**src/rtl/fetch_sequencer_pkg.sv**
```systemverilog
// Shared definitions for the fetch sequencer and the Ctrl decoder it drives:
// sequencer states, decoder mode encodings and the NOP word.
package Definitions;

  typedef enum logic [1:0] {
    SEQ_IDLE = 2'd0,
    SEQ_RUN  = 2'd1,
    SEQ_HALT = 2'd2
  } seq_state_e;

  localparam logic [1:0] MODE_REG    = 2'b00;
  localparam logic [1:0] MODE_TARGET = 2'b01;
  localparam logic [1:0] MODE_IMM    = 2'b10;
  localparam logic [1:0] MODE_NOP    = 2'b11;

  localparam logic [8:0] NOP_WORD = 9'h000;

  function automatic logic [15:0] sat_inc16(input logic [15:0] v);
    return (v == 16'hFFFF) ? v : v + 16'd1;
  endfunction

endpackage

```
**src/rtl/fetch_sequencer_if.sv**
```systemverilog
// ROM and Ctrl-decoder bus seen by the fetch sequencer; master is the
// sequencer side, slave is the ROM/Ctrl side.
interface fetch_sequencer_if #(
  parameter int PC_W = 9,
  parameter int IW   = 9
);
  logic [PC_W-1:0] InstrAddr;
  logic [IW-1:0]   InstrData;
  logic [IW-1:0]   Instruction;
  logic [IW-1:0]   PrevInstruction;
  logic [1:0]      CurrState;
  logic [2:0]      CMPBits;
  logic [1:0]      NextState;
  logic [IW-1:0]   PrevInstructionIn;
  logic [2:0]      CMPBitsIn;
  logic            CMPLoadEn;
  logic            BranchEn;
  logic [PC_W-1:0] BranchTarget;
  logic            Ack;

  modport master (
    output InstrAddr, Instruction, PrevInstruction, CurrState, CMPBits,
    input  InstrData, NextState, PrevInstructionIn, CMPBitsIn, CMPLoadEn,
           BranchEn, BranchTarget, Ack
  );

  modport slave (
    input  InstrAddr, Instruction, PrevInstruction, CurrState, CMPBits,
    output InstrData, NextState, PrevInstructionIn, CMPBitsIn, CMPLoadEn,
           BranchEn, BranchTarget, Ack
  );
endinterface

```
**src/rtl/fetch_sequencer_program_counter.sv**
```systemverilog
// Program counter register: start load beats hold beats branch beats increment.
module program_counter #(
  parameter int              PC_W       = 9,
  parameter logic [PC_W-1:0] START_ADDR = '0
) (
  input  logic            Clk,
  input  logic            Reset,
  input  logic            load_start,
  input  logic            load_branch,
  input  logic            incr,
  input  logic            hold,
  input  logic [PC_W-1:0] branch_target,
  output logic [PC_W-1:0] pc,
  output logic            at_max
);

  logic [PC_W-1:0] pc_q, pc_d;

  always_comb begin
    pc_d = pc_q;
    if (load_start)       pc_d = START_ADDR;
    else if (hold)        pc_d = pc_q;
    else if (load_branch) pc_d = branch_target;
    else if (incr)        pc_d = pc_q + PC_W'(1);
  end

  always_ff @(posedge Clk or negedge Reset) begin
    if (!Reset) pc_q <= START_ADDR;
    else        pc_q <= pc_d;
  end

  assign pc     = pc_q;
  assign at_max = (pc_q == '1);

endmodule

```
**src/rtl/fetch_sequencer.sv**
```systemverilog
// Fetch/sequencing unit: owns PC, decoder mode, previous-instruction and
// compare-flag registers, and runs program start, execution and halt.
//
//   state    | meaning
//   SEQ_IDLE | after reset, waiting for Start
//   SEQ_RUN  | one instruction presented to Ctrl per cycle
//   SEQ_HALT | stopped by Ack (Done) or PC overrun (Fault); Start restarts
module fetch_sequencer
  import Definitions::*;
#(
  parameter int              PC_W       = 9,
  parameter int              IW         = 9,
  parameter logic [PC_W-1:0] START_ADDR = '0
) (
  input  logic                Clk,
  input  logic                Reset,
  input  logic                Start,
  fetch_sequencer_if.master   bus,
  output logic                Busy,
  output logic                Done,
  output logic                Fault,
  output logic [15:0]         CycleCount
);

  seq_state_e      state_q, state_d;
  logic [1:0]      curr_state_q, curr_state_d;
  logic [IW-1:0]   prev_instr_q, prev_instr_d;
  logic [2:0]      cmp_bits_q, cmp_bits_d;
  logic            busy_q, busy_d;
  logic            done_q, done_d;
  logic            fault_q, fault_d;
  logic [15:0]     cycle_cnt_q, cycle_cnt_d;

  logic            run;
  logic            start_go;
  logic            overrun;
  logic            at_max;
  logic [PC_W-1:0] pc;

  assign run      = (state_q == SEQ_RUN);
  assign start_go = Start && !run;
  // The last address only overruns when nothing redirects or stops the program.
  assign overrun  = run && at_max && !bus.BranchEn && !bus.Ack;

  program_counter #(
    .PC_W       (PC_W),
    .START_ADDR (START_ADDR)
  ) u_pc (
    .Clk           (Clk),
    .Reset         (Reset),
    .load_start    (start_go),
    .load_branch   (run && bus.BranchEn),
    .incr          (run),
    .hold          (!run || bus.Ack || overrun),
    .branch_target (bus.BranchTarget),
    .pc            (pc),
    .at_max        (at_max)
  );

  always_comb begin
    state_d      = state_q;
    curr_state_d = curr_state_q;
    prev_instr_d = prev_instr_q;
    cmp_bits_d   = cmp_bits_q;
    done_d       = done_q;
    fault_d      = fault_q;
    cycle_cnt_d  = cycle_cnt_q;
    case (state_q)
      SEQ_RUN: begin
        cycle_cnt_d = sat_inc16(cycle_cnt_q);
        if (bus.Ack) begin
          curr_state_d = MODE_REG;
          done_d       = 1'b1;
          state_d      = SEQ_HALT;
        end else begin
          curr_state_d = bus.NextState;
          prev_instr_d = bus.PrevInstructionIn;
          if (bus.CMPLoadEn) cmp_bits_d = bus.CMPBitsIn;
          if (overrun) begin
            fault_d = 1'b1;
            state_d = SEQ_HALT;
          end
        end
      end
      default: begin
        if (Start) begin
          curr_state_d = MODE_REG;
          prev_instr_d = '0;
          cmp_bits_d   = '0;
          cycle_cnt_d  = '0;
          done_d       = 1'b0;
          fault_d      = 1'b0;
          state_d      = SEQ_RUN;
        end
      end
    endcase
    busy_d = (state_d == SEQ_RUN);
  end

  always_ff @(posedge Clk or negedge Reset) begin
    if (!Reset) begin
      state_q      <= SEQ_IDLE;
      curr_state_q <= MODE_REG;
      prev_instr_q <= '0;
      cmp_bits_q   <= '0;
      busy_q       <= 1'b0;
      done_q       <= 1'b0;
      fault_q      <= 1'b0;
      cycle_cnt_q  <= '0;
    end else begin
      state_q      <= state_d;
      curr_state_q <= curr_state_d;
      prev_instr_q <= prev_instr_d;
      cmp_bits_q   <= cmp_bits_d;
      busy_q       <= busy_d;
      done_q       <= done_d;
      fault_q      <= fault_d;
      cycle_cnt_q  <= cycle_cnt_d;
    end
  end

  assign bus.InstrAddr       = pc;
  assign bus.Instruction     = run ? bus.InstrData : IW'(NOP_WORD);
  assign bus.PrevInstruction = prev_instr_q;
  assign bus.CurrState       = curr_state_q;
  assign bus.CMPBits         = cmp_bits_q;
  assign Busy                = busy_q;
  assign Done                = done_q;
  assign Fault               = fault_q;
  assign CycleCount          = cycle_cnt_q;

endmodule

```
**src/flat_wrapper.sv**
```systemverilog
// flat-port wrapper written by rule: the top's interface ports become plain ports
module fetch_sequencer_flat import Definitions::*;
#(
  parameter int              PC_W       = 9,
  parameter int              IW         = 9,
  parameter logic [PC_W-1:0] START_ADDR = '0
)
  (Clk, Reset, Start, Busy, Done, Fault, CycleCount, bus_InstrAddr, bus_Instruction, bus_PrevInstruction, bus_CurrState, bus_CMPBits, bus_InstrData, bus_NextState, bus_PrevInstructionIn, bus_CMPBitsIn, bus_CMPLoadEn, bus_BranchEn, bus_BranchTarget, bus_Ack);
  fetch_sequencer_if #(.PC_W(PC_W), .IW(IW)) bus_i ();
  input  logic Clk;
  input  logic Reset;
  input  logic Start;
  output logic Busy;
  output logic Done;
  output logic Fault;
  output logic [15:0] CycleCount;
  output wire logic [$bits(bus_i.InstrAddr)-1:0] bus_InstrAddr;
  output wire logic [$bits(bus_i.Instruction)-1:0] bus_Instruction;
  output wire logic [$bits(bus_i.PrevInstruction)-1:0] bus_PrevInstruction;
  output wire logic [$bits(bus_i.CurrState)-1:0] bus_CurrState;
  output wire logic [$bits(bus_i.CMPBits)-1:0] bus_CMPBits;
  input wire logic [$bits(bus_i.InstrData)-1:0] bus_InstrData;
  input wire logic [$bits(bus_i.NextState)-1:0] bus_NextState;
  input wire logic [$bits(bus_i.PrevInstructionIn)-1:0] bus_PrevInstructionIn;
  input wire logic [$bits(bus_i.CMPBitsIn)-1:0] bus_CMPBitsIn;
  input wire logic [$bits(bus_i.CMPLoadEn)-1:0] bus_CMPLoadEn;
  input wire logic [$bits(bus_i.BranchEn)-1:0] bus_BranchEn;
  input wire logic [$bits(bus_i.BranchTarget)-1:0] bus_BranchTarget;
  input wire logic [$bits(bus_i.Ack)-1:0] bus_Ack;
  assign bus_InstrAddr = bus_i.InstrAddr;
  assign bus_Instruction = bus_i.Instruction;
  assign bus_PrevInstruction = bus_i.PrevInstruction;
  assign bus_CurrState = bus_i.CurrState;
  assign bus_CMPBits = bus_i.CMPBits;
  assign bus_i.InstrData = bus_InstrData;
  assign bus_i.NextState = bus_NextState;
  assign bus_i.PrevInstructionIn = bus_PrevInstructionIn;
  assign bus_i.CMPBitsIn = bus_CMPBitsIn;
  assign bus_i.CMPLoadEn = bus_CMPLoadEn;
  assign bus_i.BranchEn = bus_BranchEn;
  assign bus_i.BranchTarget = bus_BranchTarget;
  assign bus_i.Ack = bus_Ack;
  fetch_sequencer #(.PC_W(PC_W), .IW(IW), .START_ADDR(START_ADDR)) u_core (.Clk(Clk), .Reset(Reset), .Start(Start), .bus(bus_i), .Busy(Busy), .Done(Done), .Fault(Fault), .CycleCount(CycleCount));
endmodule
```
**config.mk**
```make
export PLATFORM = sky130hd
export DESIGN_NAME = fetch_sequencer_flat
export DESIGN_NICKNAME = d
export VERILOG_FILES = /design/src/rtl/fetch_sequencer_pkg.sv /design/src/rtl/fetch_sequencer_if.sv /design/src/rtl/fetch_sequencer_program_counter.sv /design/src/rtl/fetch_sequencer.sv /design/src/flat_wrapper.sv
export SDC_FILE = /design/constraint.sdc
export NUM_CORES = 1
export LEC_CHECK = 0
export CORE_MARGIN = 3
export CORE_UTILIZATION = 43
export CTS_BUF_LIST = sky130_fd_sc_hd__clkbuf_16
export DETAILED_ROUTE_END_ITERATION = 6
export HOLD_SLACK_MARGIN = 0.08
export MAX_ROUTING_LAYER = met4
export PLACE_DENSITY = 0.92
export SYNTH_ARGS = -nofsm -noshare
export SYNTH_HDL_FRONTEND = slang
export SYNTH_SLANG_ARGS = --single-unit
```
**constraint.sdc**
```tcl
create_clock -name Clk -period 2.7 [get_ports Clk]
set_input_delay 0.54 -clock Clk [delete_from_list [all_inputs] [get_ports Clk]]
set_output_delay 0.54 -clock Clk [all_outputs]
set_load 0.005 [all_outputs]
```
; Word level (Yosys, flattened, before mapping)
; Cells that the tools add are included.
[op_classes]
n_addsub = 2
n_eq_ne = 10
n_mux = 28
reduce_logical = 18
[op_table]
columns = op, n
row1 = $mux W9, 8
row2 = $mux W16, 3
row3 = $add A16 B1 Y16 const B, 1
row4 = $eq A16 B16 Y1 const B, 1
row5 = $mux W2, 7
row6 = $mux W3, 4
row7 = $ne A2 B2 Y1 const B, 5
row8 = $add A9 B1 Y9 const B, 1
row9 = $eq A9 B9 Y1 const B, 1
row10 = $reduce_and A2 Y1, 4
row11 = $mux W1, 6
row12 = $reduce_and A3 Y1, 2
row13 = $logic_and A1 B1 Y1, 5
row14 = $eq A2 B1 Y1 const B, 2
row15 = $logic_not A1 Y1, 3
row16 = $reduce_bool A3 Y1, 1
row17 = $logic_or A1 B1 Y1, 2
row18 = $ne A2 B1 Y1 const B, 1
row19 = $reduce_bool A2 Y1, 1
[word_totals]
reg_bits = 44
in_bits = 38
output_inout_bits = 51
wordCells = 67

; Longest topological paths before layout
; Gate-level depths: netlist of the first run.
[depth]
ltp_word = 8
mapped_depth = 10
ltp_nobuf = 9

; Cells and area by module
; Synthesis of the first run repeated with hierarchy kept, for this count alone.
[hier_totals]
hier_cells = 243
hier_area_um2 = 2409.8
[modules_own_cells]
columns = mod, instances, cells_per_inst, area_each_um2, seq_area_each_um2
row1 = fetch_sequencer, 1, 178, 1828.0, 875.8
row2 = program_counter, 1, 65, 581.8, 225.2

; Worst setup path before layout of the first run
; Ideal clock, no wire load.
[synth_timing]
path_kind = register -> register
from = register u_core.u_pc.pc_q[0], in the netlist u_core.u_pc.pc[0]
to = register u_core.state_q[0]
setup_time_ps = 142
arrival_time_ps = 1873
required_time_ps = 2558
path_slack_ps = 685
path_stages_with_launch = 10
path_buffers = 1
synth_period_minus_slack_ps = 2015
path_cell_list = dfrtp_1 -> ha_1 -> nand3_1 -> nor2_1 -> and3_1 -> ha_1 -> nor2b_1 -> nand2b_1 -> clkbuf_1 -> o21ai_0
[synth_between]
elab_chain_cells = 7
[synth_lines]
columns = item, line_no
row1 = start: declaration, fetch_sequencer_program_counter.sv:17  ; logic [PC_W-1:0] pc_q, pc_d;
row2 = start signal: assignment, fetch_sequencer_program_counter.sv:29  ; else pc_q <= pc_d;
row3 = $eq A9 B9 Y1, fetch_sequencer_program_counter.sv:33  ; assign at_max = (pc_q == '1);
row4 = $logic_and A1 B1 Y1 (3 in series), fetch_sequencer.sv:43  ; assign overrun = run && at_max && !bus.BranchEn && !bus.Ack;
row5 = $mux W2, fetch_sequencer.sv:79  ; if (overrun) begin
row6 = $mux W2, fetch_sequencer.sv:71  ; if (bus.Ack) begin
row7 = $mux W2, fetch_sequencer.sv:68  ; case (state_q)
row8 = via u_core.state_d[0], fetch_sequencer.sv:25  ; seq_state_e state_q, state_d;
row9 = end signal: assignment, fetch_sequencer.sv:111  ; state_q <= state_d;
row10 = end: declaration, fetch_sequencer.sv:25
; The timed path passes the listed nets, and every way through them passes these cells.
; A chain may end at the register's enable or synchronous reset.

; Worst setup path after layout of the first run
[layout_timing]
from = register u_core.u_pc.pc_q[0], in the netlist u_core.u_pc.pc[0]
to = register u_core.u_pc.pc_q[6], in the netlist u_core.u_pc.pc[6]
[layout_between]
elab_chain_cells = 7
elab_cells_between_ends = 12
cone_classes = 1 x add/sub / 2 x eq/ne / 4 x mux / 5 x reduce/logical
[layout_lines]
columns = item
row1 = branches (longest 7 deep; another with $add A9 B1 Y9)
; Parallel ways; which one is timed is not known. The select of a mux whose other input is x is not followed.

==> results of run 1 <==
-- per-layer routing --
metal	routed length, um	part of all wire
met3	469	0.078
met2	2940	0.49
met5	0	0
met4	70	0.012
met1	2510	0.42
-- worst max-delay path by stage --
stage | depth (start not counted) | endpoint | start | slack [ps]
2_1_floorplan | 9 | u_core.state_q[0] | u_core.u_pc.pc[0] | 690
6_report | 9 | u_core.u_pc.pc[6] | u_core.u_pc.pc[0] | 290
3_3_place_gp | 5 | u_core.u_pc.pc[2] | bus_Ack | 400
5_1_grt | 9 | u_core.u_pc.pc[1] | u_core.u_pc.pc[0] | 190
3_5_place_dp | 5 | u_core.u_pc.pc[5] | bus_Ack | 330
4_1_cts | 4 | bus_Instruction[5] | u_core.state_q[0] | 350
-- cell families (layout without fill, tap and decap cells) --
group / after synthesis / after routing
buffers and inverters: 13 / 106
muxes: 13 / 13
AOI/OAI and AO/OA: 50 / 50
DFF: 44 / 44
adders and majority gates: 3 / 3
and+or+nand+nor: 98 / 98
-- placed cells by master, fill, tap and decap left out, types with 2 or more instances in the layout --
master           count
clkdlybuf4s50_1     87
dfrtp_1             44
nand2_1             20
nand3_1             14
mux2i_1             13
nor2_1              12
o21ai_0             10
a22o_1              10
and2_1               9
a21oi_1              9
nand4_1              8
nor3_1               7
buf_4                7
o2bb2ai_1            6
and3_1               5
nor4_1               5
clkbuf_16            5
inv_1                4
a32o_1               4
nor2b_1              3
nand2b_1             3
and4_1               3
nor3b_1              3
a31o_2               3
ha_1                 3
o22ai_1              2
-- where the power goes --
| group | switching, W | internal [W] | leakage, nW | total, W |
|---|---|---|---|---|
| Sequential | 0.000150 | 0.000816 | 0.591 | 0.000966 |
| Clock | 0.000239 | 0.000336 | 0.0687 | 0.000575 |
| Combinational | 0.000446 | 0.000582 | 0.733 | 0.00103 |
-- state kept, by name, summed over array words and instances (netlist names) --
signal                      cells
u_core.bus.PrevInstruction      9
u_core.Fault                    1
u_core.bus.CurrState            2
u_core.state_q                  2
u_core.Done                     1
u_core.bus.CMPBits              3
u_core.Busy                     1
u_core.CycleCount              16
u_core.u_pc.pc                  9
-- cell type report --
type,instances,area (um2),share of cell area
Multi-Input combinational cell,164,1070,0.320
Inverter,3,11.3,0.00338
Tap cell,67,83.8,0.0252
Clock inverter,3,15.0,0.00451
Timing Repair Buffer,95,928,0.279
Sequential cell,44,1100,0.331
Clock buffer,5,125,0.0376
-- per-stage QoR --
step | total power, W | instances
2_1_floorplan | 0.00141 | 221
3_3_place_gp | 0.00197 | 373
3_5_place_dp | 0.00200 | 373
4_1_cts | 0.00258 | 381
5_1_grt | 0.00272 | 381
6_report | 0.00257 | 381
==> key figures, run 1 <==
Place
  • I/O Buffers: ~90
  • DP Area: 3190 um2
  • Post-DP HPWL: 4340 um
  • Post-Place Worst Slack: around 330 ps
  • Final Wtd Congestion: about 0.85

Floorplanning
  • Die height: a little under 80 um
  • Die area: around 6100 um2
  • Ports: between 80 and 90
  • Core area: slightly below 5000 um2
  • Initial Utilization: 0.458
  • Die X: around 78 um
  • # rows: 25

Timing
  • Fin. Hold Viols: 0
  • Max Slew Vio Count: 0
  • Final min period: roughly 2400 ps
  • F_max: about 0.42 GHz
  • Worst-Margin Slew: about 970 ps
  • RSZ-0062 raised after global routing: no
  • Fin Hold WS: between 400 and 500 ps
  • Layout Skew: 7.31 ps
  • Final worst setup slack: between 200 and 300 ps
  • Setup TNS: 0 ps
  • Period utilisation layout: 0.891
  • Max transition margin: 0.356
  • Setup Viol. Count Final: 0

Layout
  • Share of layout cells above drive strength 1: 0.0637
  • Ant. Diodes: 0
  • Nets@finish: about 350
  • Design Area, Final: 3330 um2
  • Synthesis-to-finish area growth: 50.1%
  • Core Util, Final: 0.687
  • Fill count: 368

Drt
  • DR iter-0 viols: around 210
  • DR vias: around 2,200
  • Post-Route WL: ~6000 um
  • DRC violation count after routing: 0
  • Vias/cell: 5.73
  • Drt pass-1 iters: 4
  • ANT nets after route: 0
  • Wirelength per Cell: 15.7 um

Setup path
  • CP peak stage delay: between 400 and 500 ps
  • Critical path peak fanout: 7
  • CP max-delay cell: o22ai_1
  • Reg2reg end: u_core.u_pc.pc[6]
  • Kind of critical path: reg -> reg
  • Most frequent CP cell: ha_1
  • Worst EP arrival: ~2600 ps
  • Worst r2r src: u_core.u_pc.pc[0]
  • CP Capture Type: register
  • Cell family with most CP delay: compound AO/OA/AOI/OAI gates
  • Sequence of cells on the critical path: ha_1 > nand3_1 > nor2_1 > and3_1 > ha_1 > nor2b_1 > o22ai_1 > o21ai_0 > o2bb2ai_1
  • Critical Path RT: 2870 ps
  • Setup slack, reg-to-reg: ~300 ps
  • Startpoint types: register
  • Worst Path Buf+Inv: 0
  • Path depth of the worst reg2reg path: 9

Yosys
  • XOR/XNOR Fraction of Synth Area: 0
  • Post-synth EDFFs: 0
  • Sequential element share of the synthesized area: 0.496
  • Synth Cell Area: ~2200 um2
  • Yosys top cell area share: 0.496
  • Top post-synthesis cells by area: dfrtp_1, mux2i_1, a22o_1
  • Flops & latches, synth: 44
  • Synth warn: 0
  • Post-synthesis compound-gate area fraction: 0.163
  • Synth top cells by count: dfrtp_1, nand2_1, nand3_1
  • Post-Synth Simple-Gate Area: 0.242
  • Post-synthesis adder-cell area fraction: 0.0169
  • Asr flop ratio synth: 1.00
  • Most used DFF post-synth: dfrtp_1
  • Distinct cell type count after synthesis: 38
  • Largest family of logic cells by synthesized area: simple AND/OR/NAND/NOR gates
  • Largest area contributor in the netlist: dfrtp_1
  • Count leader, synth: dfrtp_1
  • Syn Nets: around 260
  • Post-synthesis mux area share: 0.0586
  • Post-synthesis average cell area: 10.0 um2
  • Synth Instances: about 220

Global routing
  • Vias in the first global route: between 2,000 and 2,500
  • Overflow left after global routing: 0
  • Largest net degree at the start of global routing: 45
  • Global Route met1 Usage: 0.276
  • Antenna violations before repair: 0
  • Most Crowded Layer GR: met2
  • First-pass GRT wire length: a little over 10,000 um
  • Met2 GRT Util: 0.341
  • Gr usage total: 0.213
  • Met3 GRT Util: 0.0406

Pwr
  • P_leak: between 1 and 1.5 nW
  • Power Dens Cells: slightly below 800 nW/um2
  • Worst vdd ir: about 0.53 mV

CTS
  • Resized Gates After CTS: 0
  • Reg clk slew, reported paths: around 60 ps
  • Clock sinks: 44
  • Worst-Skew Late Latency: between 200 and 300 ps
  • CTS tree: done
  • Root buf cell: clkbuf_16
  • Cts bufs inserted: 5
  • Count of hold-fix buffers inserted at cts: 0
  • H-tree levels: 2
  • Post-CTS Setup Inserts: 0
  • Max Root-Sink Buffers: 2

Job
  • Max-cap viol count: 0

Hold path
  • Min-Delay Path Class: in -> async

Status
  • Outcome: finished, final reports clean
(Power assumes the default switching activity.)
==> run 2, diff against run 1 <==
--- a/config.mk
+++ b/config.mk
@@ -5,13 +5,15 @@
 export SDC_FILE = /design/constraint.sdc
 export NUM_CORES = 1
 export LEC_CHECK = 0
+export CORE_ASPECT_RATIO = 1.25
 export CORE_MARGIN = 3
-export CORE_UTILIZATION = 43
-export CTS_BUF_LIST = sky130_fd_sc_hd__clkbuf_16
+export CORE_UTILIZATION = 45
+export CTS_BUF_LIST = sky130_fd_sc_hd__clkbuf_8
 export DETAILED_ROUTE_END_ITERATION = 6
 export HOLD_SLACK_MARGIN = 0.08
 export MAX_ROUTING_LAYER = met4
-export PLACE_DENSITY = 0.92
+export PLACE_DENSITY = 0.95
+export SLEW_MARGIN = 10
 export SYNTH_ARGS = -nofsm -noshare
 export SYNTH_HDL_FRONTEND = slang
 export SYNTH_SLANG_ARGS = --single-unit
==> run 2 against run 1 <==
Compared with the run above: cell area fell by 0.98%; power fell by 2.6%; global-route usage is 2.3 points higher; worst setup slack lost 29 ps; clock skew is 1.9 ps lower; die area shrank 4.0%; routed wire length rose by 3.4%; via count decreased by 1.3%; non-clock buffer count increased by 1; critical path type is now reg -> out; critical endpoint is now bus_Instruction[8]; largest cell class unchanged.
==> key figures, run 2 (synthesis gave the netlist of run 1 again) <==
CTS
  • Root buf cell: clkbuf_8
  • Count of hold-fix buffers inserted at cts: 0 (unchanged)
  • Resized Gates After CTS: 0 (unchanged)
  • Cts bufs inserted: 5 (unchanged)
  • Worst-Skew Late Latency: 300 ps (+20 ps)
  • Post-CTS Setup Inserts: 0 (unchanged)
  • Reg clk slew, reported paths: 90 ps (+30 ps)
  • CTS tree: done
  • H-tree levels: 2 (unchanged)
  • Max Root-Sink Buffers: 2 (unchanged)
  • Clock sinks: 44 (unchanged)

Setup path
  • Sequence of cells on the critical path: nor2b_1 > buf_4 > and2_1 > clkdlybuf4s50_1
  • CP max-delay cell: clkdlybuf4s50_1
  • Worst EP arrival: 1890 ps (-690 ps)
  • Critical Path RT: 2160 ps (-710 ps)
  • CP Capture Type: primary output
  • Critical path peak fanout: 12 (+5)
  • CP peak stage delay: 500 ps (+40 ps)
  • Startpoint types: register
  • Kind of critical path: reg -> out

Drt
  • Post-Route WL: 6190 um (+3.4%)
  • ANT nets after route: 0 (unchanged)
  • Wirelength per Cell: 16.6 um (+5.6%)
  • Drt pass-1 iters: 5 (+1)
  • DRC violation count after routing: 0 (unchanged)
  • DR vias: 2,156 (-1.3%)
  • Vias/cell: 5.78 (+0.79%)
  • DR iter-0 viols: 208 (+0.97%)

Layout
  • Finished Layout Cells: 373 (-2.1%)
  • Ant. Diodes: 0 (unchanged)
  • Nets@finish: 355 (+0.28%)
  • Synthesis-to-finish area growth: 48.6%
  • Core Util, Final: 0.718 (+0.0309)
  • Share of layout cells above drive strength 1: 0.0730 (+0.00932)
  • Number of flip-flops in the largest register: 16 (unchanged)
  • Fill count: 357 (-3.0%)
  • Most frequent cells in the layout: clkdlybuf4s50_1, dfrtp_1, nand2_1
  • Commonest non-fill, non-tap cell in the layout: clkdlybuf4s50_1

Place
  • Final Wtd Congestion: 0.850 (+0.22%)
  • Post-Place Worst Slack: 400 ps (+69.4 ps)
  • Placed cells: 365 (-2.1%)
  • Post-DP HPWL: 4580 um (+5.4%)
  • I/O Buffers: 88 (unchanged)

Job
  • Max-cap viol count: 0 (unchanged)

Hold path
  • Min-Delay Path Class: in -> async

Floorplanning
  • Ports: 89 (unchanged)
  • Die area: 5820 um2 (-4.0%)
  • Core area: 4590 um2 (-5.2%)
  • # rows: 27 (+8.0%)
  • Die height: 84.5 um (+8.6%)
  • Initial Utilization: 0.483 (+0.0253)
  • Die X: 68.8 um (-12%)

Timing
  • Setup TNS: 0 ps (unchanged)
  • RSZ-0062 raised after global routing: no
  • Setup Viol. Count Final: 0 (unchanged)
  • Max Slew Vio Count: 0 (unchanged)
  • Final min period: 2430 ps (+28.8 ps)
  • Max transition margin: 0.615 (+0.259)
  • Fin. Hold Viols: 0 (unchanged)
  • F_max: 0.411 GHz (-1.2%)
  • Period utilisation layout: 0.902 (+0.0107)
  • Fin Hold WS: 307 ps (-105 ps)
  • Layout Skew: 5.39 ps (-1.93 ps)
  • Worst-Margin Slew: 575 ps (-390 ps)
  • Final worst setup slack: 265 ps (-28.8 ps)

Global routing
  • First-pass GRT wire length: 10,300 um (+1.4%)
  • Overflow left after global routing: 0 (unchanged)
  • Gr usage total: 0.236 (+0.0231)
  • Antenna violations before repair: 0 (unchanged)
  • Vias in the first global route: 2,155 (-1.3%)
  • Largest net degree at the start of global routing: 45 (unchanged)

Pwr
  • Power Dens Cells: 759 nW/um2 (-1.7%)
  • Worst vdd ir: 0.559 mV (+5.6%)
  • P_leak: 1.38 nW (-0.69%)

Status
  • Outcome: finished, final reports clean
==> run 2: where the power goes <==
| group | internal [W] | leakage (nW) | switching, W |
|---|---|---|---|
| Sequential | 0.000814 | 0.591 | 0.000150 |
| Combinational | 0.000591 | 0.737 | 0.000444 |
| Clock | 0.000274 | 0.0541 | 0.000229 |
==> run 2: routing by layer <==
metal  GRT usage  wire length (um)  vias up
met1       0.285              2330     1054
met3      0.0442               264       14
met4      0.0922               149        0
met2       0.381              3440       70
met5           -                 0        -
li1            -                 -     1018
==> run 2: metrics by stage <==
| stage | power (W) | cell area [um2] |
|---|---|---|
| floorplan | 0.00141 | 2220 |
| global placement | 0.00198 | 3190 |
| detailed placement | 0.00201 | 3190 |
| CTS | 0.00252 | 3300 |
| global route | 0.00267 | 3300 |
| finish | 0.00250 | 3300 |
==> run 2: worst paths after layout <==
check	from	to	slack (ps)	cells past startpoint
max in group asynchronous	Reset	u_core.u_pc.pc[6]	2010	2
setup / recovery	u_core.state_q[0]	bus_Instruction[8]	270	4
min in group Clk	u_core.bus.CMPBits[0]	u_core.bus.CMPBits[0]	500	1
setup reg to reg	u_core.u_pc.pc[0]	u_core.u_pc.pc[8]	380	9
hold / removal	Reset	u_core.CycleCount[11]	310	2
hold reg to reg	u_core.bus.CMPBits[0]	u_core.bus.CMPBits[0]	500	1
==> run 2: layout make-up <==
cell class	instances	area, um2	area share
well taps	58	72.6	0.0220
multi-input cells	164	1070	0.323
clock buffers	5	68.8	0.0209
repair buffers	96	936	0.284
inverters	3	11.3	0.00341
flip-flops and latches	44	1100	0.334
clock inverters	3	42.5	0.0129
==> run 2: worst max-delay path, delay by kind of cell (launching register included) <==
kind / cells / cell delay [ps]
and+or+nand+nor: 2 / 440
DFF: 1 / 430
buffers and inverters: 2 / 730
==> run 3, diff against run 2 <==
--- a/config.mk
+++ b/config.mk
@@ -10,9 +10,10 @@
 export CORE_UTILIZATION = 45
 export CTS_BUF_LIST = sky130_fd_sc_hd__clkbuf_8
 export DETAILED_ROUTE_END_ITERATION = 6
+export GPL_TIMING_DRIVEN = 0
 export HOLD_SLACK_MARGIN = 0.08
 export MAX_ROUTING_LAYER = met4
-export PLACE_DENSITY = 0.95
+export PLACE_DENSITY = 0.86
 export SLEW_MARGIN = 10
 export SYNTH_ARGS = -nofsm -noshare
 export SYNTH_HDL_FRONTEND = slang
==> run 3 against run 2 <==
Compared with the run above: clock power is 6.8% higher; core utilization is 0.30 points higher; critical path depth is 1 higher; routed wire length is 3.0% lower; cell count is 0.80% higher; largest cell class unchanged; cell area is 0.42% higher; die area stayed put; power is 0.43% higher; global-route usage is 0.46 points lower; hold slack worse by 200 ps.
==> key figures, run 3 (synthesis gave the netlist of run 1 again) <==
Status
  • Outcome: finished, final reports clean

Drt
  • DR vias: 2,143 (-0.60%)
  • Met2 wire len: 3130 um (-8.9%)
  • DRC violation count after routing: 0 (unchanged)
  • ANT nets after route: 0 (unchanged)
  • DR iter-0 viols: 228 (+9.6%)
  • Vias/cell: 5.70 (-1.4%)
  • Highest routed metal layer: met4
  • Metal3 WL: 392 um (+48%)
  • Met1 Routed Length: 2400 um (+2.9%)
  • Wirelength per Cell: 16.0 um (-3.8%)
  • Drt pass-1 iters: 4 (-1)
  • Post-Route WL: 6010 um (-3.0%)

Timing
  • Final min period: 2480 ps (+48.5 ps)
  • Worst-Margin Slew: 797 ps (+222 ps)
  • RSZ-0062 raised after global routing: no
  • Fin Hold WS: 105 ps (-202 ps)
  • Max transition margin: 0.464 (-0.151)
  • Max Slew Vio Count: 0 (unchanged)
  • F_max: 0.403 GHz (-2.0%)
  • Layout Skew: 3.90 ps (-1.48 ps)
  • Setup Viol. Count Final: 0 (unchanged)
  • Period utilisation layout: 0.920 (+0.0180)
  • Setup TNS: 0 ps (unchanged)
  • Fin. Hold Viols: 0 (unchanged)

Floorplanning
  • Initial Utilization: 0.483 (unchanged)
  • Ports: 89 (unchanged)
  • Die height: 84.5 um (unchanged)
  • Die area: 5820 um2 (unchanged)
  • Core area: 4590 um2 (unchanged)
  • # rows: 27 (unchanged)
  • Die X: 68.8 um (unchanged)

Hold path
  • Min-Delay Path Class: in -> async

Global routing
  • Vias in the first global route: 2,075 (-3.7%)
  • Overflow left after global routing: 0 (unchanged)
  • Gr usage total: 0.231 (-0.00456)
  • First-pass GRT wire length: 10,000 um (-2.9%)
  • Largest net degree at the start of global routing: 35 (-22%)
  • Antenna violations before repair: 0 (unchanged)

Job
  • Max-cap viol count: 0 (unchanged)

CTS
  • Max Root-Sink Buffers: 2 (unchanged)
  • H-tree levels: 2 (unchanged)
  • Cts bufs inserted: 5 (unchanged)
  • Root buf cell: clkbuf_8
  • Clock sinks: 44 (unchanged)
  • Reg clk slew, reported paths: 90 ps (about the same)
  • Worst-Skew Late Latency: 300 ps (about the same)
  • CTS tree: done
  • Count of hold-fix buffers inserted at cts: 0 (unchanged)

Place
  • Placed cells: 368 (+0.82%)
  • I/O Buffers: 88 (unchanged)
  • Post-DP HPWL: 4440 um (-3.1%)
  • Final Wtd Congestion: 0.872 (+2.5%)

Setup path
  • Startpoint types: register
  • Critical Path RT: 2160 ps (about the same)
  • Worst EP arrival: 1940 ps (+50 ps)
  • Kind of critical path: reg -> out
  • CP Capture Type: primary output
  • Critical path peak fanout: 10 (-2)

Layout
  • Number of flip-flops in the largest register: 16 (unchanged)
  • Synthesis-to-finish area growth: 49.2%
  • Ant. Diodes: 0 (unchanged)
  • Commonest non-fill, non-tap cell in the layout: clkdlybuf4s50_1
  • Share of layout cells above drive strength 1: 0.0660 (-0.00698)
  • Nets@finish: 358 (+0.85%)
  • Finished Layout Cells: 376 (+0.80%)
  • Most frequent cells in the layout: clkdlybuf4s50_1, dfrtp_1, nand2_1

Pwr
  • Power Dens Cells: 759 nW/um2 (about the same)
  • Worst vdd ir: 0.433 mV (-23%)
  • Pwr Total: 0.00251 W (+0.43%)
  • P_leak: 1.38 nW (+0.20%)
## run 3: path summary, 6_finish.rpt
check	start	endpoint	slack [ps]	depth (start not counted)
max	u_core.state_q[1]	bus_Instruction[7]	220	5
min	Reset	u_core.CycleCount[10]	110	1
max reg2reg	u_core.u_pc.pc[0]	u_core.u_pc.pc[8]	290	9
min reg2reg	u_core.bus.CMPBits[0]	u_core.bus.CMPBits[0]	500	1
max in group asynchronous	Reset	u_core.u_pc.pc[8]	2130	2
min in group Clk	u_core.bus.CMPBits[0]	u_core.bus.CMPBits[0]	500	1
## run 3: metal layers
layer / up-vias / global-route usage
met2: 81 / 0.372
li1: 1031 / -
met5: - / -
met1: 1024 / 0.288
met3: 7 / 0.0562
met4: 0 / 0.0603
## run 3: through the flow
stage | area (um2) | util | worst slack (ps)
2_1_floorplan | 2220 | - | 685
3_3_place_gp | 3170 | 0.691 | -100
3_5_place_dp | 3190 | 0.694 | 116
4_1_cts | 3310 | 0.720 | 55.9
5_1_grt | 3310 | 0.721 | 8.34
6_report | 3310 | 0.721 | 217
## run 3: final cells by class
| cell class | count | area (um2) |
|---|---|---|
| Fill cell | 370 | 1280 |
| Clock inverter | 2 | 38.8 |
| Sequential cell | 44 | 1100 |
| Buffer | 10 | 43.8 |
| Clock buffer | 6 | 82.6 |
| Tap cell | 58 | 72.6 |
| Multi-Input combinational cell | 164 | 1070 |
| Inverter | 3 | 11.3 |
| Timing Repair Buffer | 89 | 896 |
## run 3: where the power goes
| group | switching (W) | total, W | internal [W] |
|---|---|---|---|
| clock | 0.000234 | 0.000537 | 0.000303 |
| sequential | 0.000145 | 0.000959 | 0.000814 |
| combinational | 0.000442 | 0.00102 | 0.000575 |
## run 3: worst max-delay path, stage by stage, from the launching register on
cell,delay (ps)
dfrtp_1,450
nor2b_1,130
clkbuf_2,190
clkbuf_2,220
and2_1,160
clkdlybuf4s50_1,500
## run 3: timing repair
action	4_1_cts	5_1_grt
buffers inserted	0	0
resized for setup	0	4
endpoints found under the hold margin	0	0
endpoints found under the setup margin	0	9
